<file path="src/rtl/sipo_deser.sv">
// sipo_deser: serial-in, parallel-out deserializer (receive side of the PISO
// serializer). Bits arrive one per qualified clock and are assembled into
// WIDTH-bit words, which are handed to a parallel consumer through a
// valid/ready output register with sticky overrun reporting.
//
// Optional build macro SIPO_PARITY_EN: each frame carries one extra
// even-parity bit after the data bits, and a parity_err output is added.
module sipo_deser #(
    parameter int WIDTH     = 4,  // data bits per word, 2..32
    parameter int MSB_FIRST = 1   // 1: first bit -> dout[WIDTH-1]; 0: -> dout[0]
) (
    input  logic             clk,
    input  logic             rst,
    input  logic             sin,
    input  logic             sin_valid,
    input  logic             frame_start,
    output logic [WIDTH-1:0] dout,
    output logic             dout_valid,
    input  logic             dout_ready,
    output logic             busy,
    output logic             overrun,
`ifdef SIPO_PARITY_EN
    output logic             parity_err,
`endif
    input  logic             clr_ovr
);

`ifdef SIPO_PARITY_EN
    localparam int FRAME_BITS = WIDTH + 1;
`else
    localparam int FRAME_BITS = WIDTH;
`endif
    localparam int CW = $clog2(FRAME_BITS + 1);
    localparam logic [CW-1:0] LAST_IDX = CW'(FRAME_BITS - 1);

    typedef enum logic {
        IDLE = 1'b0,
        RECV = 1'b1
    } state_e;

    state_e           state_q, state_d;
    logic [CW-1:0]    count_q, count_d;
    logic [WIDTH-1:0] sreg_q, sreg_d;
    logic [WIDTH-1:0] dout_q, dout_d;
    logic             dout_valid_q, dout_valid_d;
    logic             busy_q, busy_d;
    logic             overrun_q, overrun_d;
    logic             word_done;
    logic [WIDTH-1:0] word;
    logic             word_perr;
`ifdef SIPO_PARITY_EN
    logic             parity_err_q, parity_err_d;
`endif

    // Place one new bit into the shift register in the configured bit order.
    function automatic logic [WIDTH-1:0] shift_in(input logic [WIDTH-1:0] cur,
                                                  input logic             b);
        if (MSB_FIRST != 0) begin
            return {cur[WIDTH-2:0], b};
        end else begin
            return {b, cur[WIDTH-1:1]};
        end
    endfunction

    // Receive FSM: bit capture, bit counting, resync and word completion.
    always_comb begin
        // NOTE: every signal gets a default first so no path leaves it unassigned, which would infer a latch.
        state_d   = state_q;
        count_d   = count_q;
        sreg_d    = sreg_q;
        word_done = 1'b0;
`ifdef SIPO_PARITY_EN
        // The parity bit is checked but never shifted into the data word.
        word      = sreg_q;
        word_perr = ^{sreg_q, sin};
`else
        word      = shift_in(sreg_q, sin);
        word_perr = 1'b0;
`endif
        if (frame_start) begin
            // Resync: the partial word is thrown away.
            if (sin_valid) begin
                sreg_d  = shift_in('0, sin);
                count_d = CW'(1);
                state_d = RECV;
            end else begin
                count_d = '0;
                state_d = IDLE;
            end
        end else if (sin_valid) begin
            unique case (state_q)
                IDLE: begin
                    sreg_d  = shift_in(sreg_q, sin);
                    count_d = CW'(1);
                    state_d = RECV;
                end
                RECV: begin
                    if (count_q == LAST_IDX) begin
                        word_done = 1'b1;
                        count_d   = '0;
                        state_d   = IDLE;
`ifndef SIPO_PARITY_EN
                        sreg_d    = shift_in(sreg_q, sin);
`endif
                    end else begin
                        sreg_d  = shift_in(sreg_q, sin);
                        count_d = count_q + CW'(1);
                    end
                end
                default: begin
                    state_d = IDLE;
                    count_d = '0;
                end
            endcase
        end
    end

    // Output register: load on completion, drop and flag overrun when stalled.
    always_comb begin
        dout_d       = dout_q;
        dout_valid_d = dout_valid_q;
        overrun_d    = overrun_q;
`ifdef SIPO_PARITY_EN
        parity_err_d = parity_err_q;
`endif
        busy_d       = (count_d != '0);
        // Clear first so a same-cycle overrun event below wins.
        if (clr_ovr) begin
            overrun_d = 1'b0;
        end
        if (word_done) begin
            if (!dout_valid_q || dout_ready) begin
                dout_d       = word;
                dout_valid_d = 1'b1;
`ifdef SIPO_PARITY_EN
                parity_err_d = word_perr;
`endif
            end else begin
                overrun_d = 1'b1;
            end
        end else if (dout_valid_q && dout_ready) begin
            dout_valid_d = 1'b0;
        end
    end

    // State registers with synchronous reset that overrides every other input.
    always_ff @(posedge clk) begin
        // NOTE: sequential state uses non-blocking assignments so all flops update together at the edge.
        if (rst) begin
            state_q      <= IDLE;
            count_q      <= '0;
            sreg_q       <= '0;
            dout_q       <= '0;
            dout_valid_q <= 1'b0;
            busy_q       <= 1'b0;
            overrun_q    <= 1'b0;
`ifdef SIPO_PARITY_EN
            parity_err_q <= 1'b0;
`endif
        end else begin
            state_q      <= state_d;
            count_q      <= count_d;
            sreg_q       <= sreg_d;
            dout_q       <= dout_d;
            dout_valid_q <= dout_valid_d;
            busy_q       <= busy_d;
            overrun_q    <= overrun_d;
`ifdef SIPO_PARITY_EN
            parity_err_q <= parity_err_d;
`endif
        end
    end

    assign dout       = dout_q;
    assign dout_valid = dout_valid_q;
    assign busy       = busy_q;
    assign overrun    = overrun_q;
`ifdef SIPO_PARITY_EN
    assign parity_err = parity_err_q;
`else
    // Parity result only exists in the parity build.
    logic unused_perr;
    assign unused_perr = word_perr;
`endif

endmodule
</file>
<file path="config.mk">
export PLATFORM = sky130hd
export DESIGN_NAME = sipo_deser
export DESIGN_NICKNAME = d
export VERILOG_FILES = /design/src/rtl/sipo_deser.sv
export SDC_FILE = /design/constraint.sdc
export NUM_CORES = 1
export LEC_CHECK = 0
export BUFFER_PORTS_ARGS = -buffer_cell sky130_fd_sc_hd__buf_2
export CAP_MARGIN = 0
export CORE_MARGIN = 2
export CORE_UTILIZATION = 30
export CTS_CLUSTER_DIAMETER = 40
export DETAILED_ROUTE_END_ITERATION = 12
export SLEW_MARGIN = 20
export SYNTH_ARGS = -nofsm -noshare
export SYNTH_HDL_FRONTEND = slang
export SYNTH_SLANG_ARGS = --single-unit
</file>
<file path="constraint.sdc">
create_clock -name clk -period 1.5 [get_ports clk]
set_input_delay 0.225 -clock clk [delete_from_list [all_inputs] [get_ports clk]]
set_output_delay 0.225 -clock clk [all_outputs]
set_load 0.1 [all_outputs]
</file>
[After elaboration in Yosys (flattened, before gate mapping)]
Cells that the tools add are included.
Cells by class
  reductions and logical operators: 8
  multiplexer cells: 23
  div/mod/pow operators: 0
  equality and inequality tests: 2
  multipliers: 0
  bitwise operators: 1
  $lt $le $gt $ge: 0
  shifts and indexed selects: 0
  add/subtract/negate cells: 1
Operators by type and width (number)
  two-way mux 3 bit: 6
  two-way mux 1 bit: 15
  case mux 3 bit (2 select lines): 1
  AND reduction 2 bit: 2
  nonzero test 2 bit: 2
  adder 3 x 1 -> 3 bit, second input constant: 1
  == test 3 x 2 -> 1 bit, second input constant: 1
  nonzero test 3 bit: 1
  inequality test 2 x 1 -> 1 bit, second input constant: 1
  case mux 1 bit (2 select lines): 1
  logical AND 1 bit: 1
  logical NOT 1 bit: 1
  logical OR 1 bit: 1
  NOT 1 bit: 1
Storage, ports and cells
  bits of input ports: 7
  logic and storage cells: 42
  flip-flop bits (word level): 14
  latch bits: 0
  memories kept: 0
  RAM bits: 0
  output and inout bits: 7
  bits in read-only memories: 0

[Depth between registers and ports, before layout]
Gate-level depths: netlist (run 1).
  depth in word-level cells: 7
  mapped depth: 5
  gate-level depth less buffers: 4

[Worst setup path after synthesis (run 1)]
Ideal clock, no wire load.
  path type: reg-to-reg
  start point: reg dout_valid_q, in the netlist dout_valid
  end point: reg dout_q[0], in the netlist dout[0]
  library setup time: 0.128 ns
  cell stages (with the launch flop): 4
  buffers on the path: 0
  arrival time: 1.508 ns
  setup slack: -0.136 ns
  cells stage by stage: dfxtp_1 -> nor2b_1 -> nor3b_4 -> mux2i_1
On the way
  cells in the longest elaborated chain, start to end: 3
RTL lines
  start, declared: RTL line 45  | logic dout_valid_q, dout_valid_d;
  start signal, assigned: RTL line 165  | dout_valid_q <= dout_valid_d;
  logical NOT 1 bit: RTL line 132  | if (!dout_valid_q || dout_ready) begin
  logical OR 1 bit: RTL line 132
  AND reduction 2 bit (no line)
  end signal, assigned: RTL line 164  | dout_q <= dout_d;
  end, declared: RTL line 44  | logic [WIDTH-1:0] dout_q, dout_d;
No other way between the ends.
A chain may end at the register's enable or synchronous reset.

[Worst setup path after layout (run 1)]
  start point: reg count_q[0]
  end point: reg dout_q[1], in the netlist dout[1]
On the way
  cells in the longest elaborated chain, start to end: 6
RTL lines
  start, declared: RTL line 42  | logic [CW-1:0] count_q, count_d;
  start signal, assigned: RTL line 162  | count_q <= count_d;
  == test 3 x 2 -> 1 bit: RTL line 98  | if (count_q == LAST_IDX) begin
  two-way mux 1 bit: RTL line 98
  two-way mux 1 bit: RTL line 91  | unique case (state_q)
  two-way mux 1 bit: RTL line 90  | end else if (sin_valid) begin
  two-way mux 1 bit: RTL line 80  | if (frame_start) begin
  AND reduction 2 bit (no line)
No other way between the ends.

==> impl_metrics.toml, run 1 <==
[cts]
h-tree-depth = 1
cts_setup_buffers = 0
clock-root-buffer = "clkbuf_4"
path_clk_slew_ns = 0.09
cts_tree = "yes"
cts.sinks = 14
postCtsResizedCells = 0
numCtsBuffers = 3
clock_latency_ns = 0.29
clockBufferDepth = 2
cts_hold_buf = 0

[sta]
setup_tns_ns = 0
worst_slew_pin_slew_ns = 0.488
rsz0062_at_grt = "no"
min_period_ns = 1.31
setup_viol = 0
clock.fmax_mhz = 764
post-route-period-util_pct = 87.2
maxSlewHeadroom_pct = 67.7
hold_viol = 0
final-max-slew-violation-count = 0
skew_ns = 0.00329

[floorplanning]
die_w_um = 48.6
rows = 16
dieHeight_um = 48.6
io_pins = 14
die_area_um2 = 2360
core-area_um2 = 1920
start_util_pct = 31.0

[place]
dp.cells = 104
port-buffer-count = 13
dp_hpwl_um = 835
gp_congestion = 0.767

[worst_setup_path]
critPathMaxFanout = 4
crit_arrival_ns = 1.52
rrSetupSlack_ns = 0.19
r2r_end = "dout[1]"
ff2ff_path_depth = 4
crit_required_ns = 1.71
max_stage_delay_ns = 0.37
r2r-start = "count_q[0]"
crit_type = "register to register"
start_kind = "register"
crit_slowest_cell = "dfxtp_1"
crit_chain = "ha_1 > nand2b_1 > nor3b_4 > mux2i_1"
endpoint_kind = "register"

[job]
drv_cap = 0

[synthesis]
yosysWarningCount = 0
syn_area_um2 = 596
synth.distinct_cells = 23
avgSynthCellArea_um2 = 9.16
ys_seq_elements = 14
postSynthCellCount = 65
syn_nets = 73
ys_seq_area_share_pct = 47.1

[route]
initialDrtViolationCount = 7
post_drt_wl_per_cell_um = 10.5
via_per_inst = 4.23
postRouteAntennaNets = 0
routed_wirelength_mm = 1.13
dr.pass1.iters = 2
num_vias = 457
drcViolationCount = 0

[grt]
grt_use_met2_pct = 14.4
overflow = 0
grt_start_max_net_pins = 10
grt_util_all_layers_pct = 10.3
antenna_found_initial = 0
grt_pass1_vias = 416
met3_usage_pct = 2.78
grt_pass1_wl_mm = 1.79
use_met1_pct = 13.3
top_usage_layer = "met2"

[final_layout]
n_fill_cell = 211
final_cells = 108
area_growth_pct = 21.4
drive_gt1_share_pct = 25.9
n_antenna_cell = 0
final_nets = 90

[hold_path]
hold_depth = 3
hold_path_class = "input pin to register"
min_to = "sreg_q[0]"
worstHoldStart = "sin"

[run_status]
status = "completed"

[power_and_ir_drop]
p_leak_nw = 0.320
peakVddDrop_uv = 426
power.density_nw_per_um2 = 1010
per-stage QoR:
| step | setup WS (ns) | cell area (um2) | power [mW] | hold slack (ns) | util [%] |
|---|---|---|---|---|---|
| floorplan | 0.174 | 597 | 0.436 | 0.368 | - |
| global placement | 0.216 | 687 | 0.453 | 0.443 | 35.7 |
| detailed placement | 0.160 | 687 | 0.453 | 0.447 | 35.7 |
| CTS | 0.175 | 723 | 0.727 | 0.193 | 37.6 |
| global route | 0.0754 | 723 | 0.748 | 0.194 | 37.6 |
| finish | 0.192 | 723 | 0.727 | 0.186 | 37.6 |
where the power goes:
| group | switching [mW] | internal (mW) | total (mW) |
|---|---|---|---|
| combinational | 0.0399 | 0.0211 | 0.0610 |
| sequential | 0.00478 | 0.379 | 0.384 |
| clock | 0.134 | 0.148 | 0.282 |
placed cells by master, fill, tap and decap left out, types with 2 or more instances in the layout:
| cell | instances |
|---|---|
| dfxtp_1 | 13 |
| mux2i_1 | 5 |
| a21oi_1 | 4 |
| inv_1 | 5 |
| buf_2 | 13 |
| buf_4 | 2 |
| nand3_1 | 2 |
| clkbuf_4 | 3 |
| nor2b_1 | 4 |
| nand2_1 | 10 |
| nor2_1 | 5 |
| o211ai_1 | 2 |
cell families after synthesis:
group | count (synthesis) | share of synthesized area [%]
compound gates | 11 | 12.2
buf+inv | 9 | 7.77
simple gates | 25 | 22.5
flops | 14 | 47.1
mux | 5 | 8.40
fa+ha+maj | 1 | 2.10
how the worst max path moves through the flow:
stage	from	to	slack, ns	cells past startpoint
4_1_cts	count_q[0]	dout[1]	0.18	4
5_1_grt	count_q[0]	dout[2]	0.08	4
3_5_place_dp	frame_start	dout[1]	0.16	4
3_3_place_gp	frame_start	dout[0]	0.22	4
2_1_floorplan	dout_valid	dout[0]	0.17	3
6_report	count_q[0]	dout[1]	0.19	4
cell type report:
type                    count  area (um2)  area share [%]
flip-flops and latches     14         282            38.9
clock buffers               4        36.3            5.02
inverters                   6        22.5            3.11
multi-input cells          42         269            37.2
well taps                  27        33.8            4.67
repair buffers             15        80.1            11.1
metal layers:
| layer | part of all wire, % | vias up |
|---|---|---|
| met3 | 3.0 | 5 |
| met4 | 3.7 | 0 |
| met5 | 0 | - |
| met1 | 51 | 189 |
| met2 | 42 | 12 |
| li1 | - | 251 |
sequential cells by signal (all words and copies together), names as in the netlist:
signal      cells
dout_valid      1
sreg_q          3
dout            4
overrun         1
state_q         1
busy            1
count_q         3
cells in the mapped netlist:
master	n	share of area (%)
buf_6	1	1.9
a21oi_1	4	3.4
a32oi_1	1	1.5
nand2_1	10	6.3
a211oi_1	1	1.3
nand2b_1	1	1.1
mux2i_1	5	8.4
nor4b_1	1	1.5
nor2_1	5	3.2
and3b_1	1	1.5
inv_1	5	3.2
o211ai_1	2	2.5
ha_1	1	2.1
a41oi_1	1	1.5
nand3_1	2	1.7
buf_4	1	1.3
buf_2	1	0.84
o21a_1	1	1.3
clkinv_1	1	0.63
dfxtp_1	14	47
o21ai_0	1	0.84
nor2b_1	4	4.2
nor3b_4	1	3.2
worst max-delay path: cells and delay by family, from the launching register on:
family | cells | cell delay (ns)
flops | 1 | 0.37
mux | 1 | 0.24
simple gates | 2 | 0.43
fa+ha+maj | 1 | 0.20
Power figures use the tool's default switching activity.
==> run 2: changes to the inputs <==
Settings changed: BUFFER_PORTS_ARGS -buffer_cell sky130_fd_sc_hd__buf_2 to -buffer_cell sky130_fd_sc_hd__buf_4.
==> run 2 against run 1 <==
Routed wire length fell by 2.4%. Sequential share of layout area fell by 0.60 points. Design area rose by 1.6%. Sequential power barely moved. Combinational power rose by 6.6%. Critical path depth did not move. Largest power group unchanged. Highest routed layer unchanged.
==> impl_metrics.toml, run 2 (same netlist as run 1, synthesis figures left out) <==
[run_status]
status = "completed"

[place]
gp_congestion = 0.776
dp.cells = 103
preCtsSetupSlack_ns = 0.188
port-buffer-count = 13
dp_hpwl_um = 825

[route]
dr.pass1.iters = 3
num_vias = 474
routed_wirelength_mm = 1.10
initialDrtViolationCount = 3
post_drt_wl_per_cell_um = 10.4
drcViolationCount = 0
via_per_inst = 4.47
postRouteAntennaNets = 0

[sta]
worst_slew_pin_slew_ns = 0.339
min_period_ns = 1.28
clock.fmax_mhz = 784
timing.final.ws_setup_ns = 0.224
rsz0062_at_grt = "no"
hold_viol = 0
setup_tns_ns = 0
skew_ns = 0.000855
maxSlewHeadroom_pct = 77.4
final-max-slew-violation-count = 0
setup_viol = 0
post-route-period-util_pct = 85.0

[final_layout]
area_growth_pct = 23.3
mostFrequentLayoutCells = "buf_4, dfxtp_1, nand2_1"
largest_reg_flops = 4
final_cells = 106
n_fill_cell = 223
final_nets = 89
drive_gt1_share_pct = 24.1
n_antenna_cell = 0
final_common_cell = "buf_4"

[power_and_ir_drop]
comb_power_share_pct = 10.0
power_frac_clock_pct = 30.9
p_int_mw = 0.497
power.density_nw_per_um2 = 886
swShare_pct = 23.6
peakVddDrop_uv = 368
netSwitchingPower_mw = 0.153
p_leak_nw = 0.313
power_frac_seq_pct = 59.1

[grt]
grt_pass1_vias = 459
overflow = 0
grt_start_max_net_pins = 10
grt_pass1_wl_mm = 2.00
grt_util_all_layers_pct = 11.0
antenna_found_initial = 0

[floorplanning]
start_util_pct = 31.0
die_area_um2 = 2360
rows = 16
core-area_um2 = 1920
io_pins = 14
die_w_um = 48.6
dieHeight_um = 48.6

[worst_setup_path]
crit_arrival_ns = 1.48
setup.worst_path.start = "count_q[0]"
r2r-start = "count_q[0]"
endpoint_kind = "register"
start_kind = "register"
r2r_end = "dout[1]"
ff2ff_path_depth = 4
critPathMaxFanout = 4
critPathCapture = "dout[1]"
rrSetupSlack_ns = 0.22
crit_type = "register to register"
crit_required_ns = 1.70

[cts]
cts_setup_buffers = 0
numCtsBuffers = 3
clock-root-buffer = "clkbuf_4"
cts.sinks = 14
clockBufferDepth = 2
cts_hold_buf = 0
path_clk_slew_ns = 0.08
cts_tree = "yes"
postCtsResizedCells = 0
clock_latency_ns = 0.27
h-tree-depth = 1

[job]
drv_cap = 0

[hold_path]
hold_path_class = "input pin to register"
==> run 2: area by class of cell <==
type / count / area (um2) / area share (%)
clock buffer: 3 / 22.5 / 3.07
inverter: 6 / 22.5 / 3.07
multi-input combinational: 42 / 269 / 36.6
sequential: 14 / 282 / 38.3
tap: 27 / 33.8 / 4.60
timing repair buffer: 14 / 105 / 14.3
==> run 2: stage by stage <==
stage               total power [mW]  instance area [um2]  util (%)  hold slack, ns
floorplan                      0.436                  597         -           0.368
global placement               0.457                  712      37.0           0.446
detailed placement             0.458                  712      37.0           0.449
CTS                            0.666                  734      38.2           0.176
global route                   0.689                  734      38.2           0.187
finish                         0.651                  734      38.2           0.186
==> run 2: layer usage <==
layer | part of all wire [%] | wire (um) | GRT usage (%)
met5 | 0 | 0 | 0
met2 | 48 | 534 | 16.9
met3 | 3.9 | 43 | 3.09
met4 | 1.2 | 13 | 7.14
met1 | 46 | 511 | 13.4
==> run 2: worst min-delay path by stage <==
stage               startpoint          to  slack (ns)  depth (start not counted)
detailed placement     dout[0]     dout[0]        0.45                          2
CTS                        rst  dout_valid        0.18                          2
floorplan                  sin     dout[0]        0.37                          2
finish                     rst  dout_valid        0.19                          2
global route               rst   sreg_q[2]        0.19                          2
global placement       dout[1]     dout[1]        0.45                          2
==> run 2: worst max-delay path, cell delays in order, from the launching register on <==
cell      delay [ns]
dfxtp_1         0.37
ha_1            0.19
nand2b_1        0.12
nor3b_4         0.32
mux2i_1         0.22
==> run 2: power groups by stage <==
stage	sequential (mW)	combinational, mW	clock [mW]
floorplan	0.406	0.0301	0
CTS	0.384	0.0657	0.216
global route	0.386	0.0702	0.234
finish	0.384	0.0650	0.201
detailed placement	0.393	0.0649	0
global placement	0.393	0.0639	0
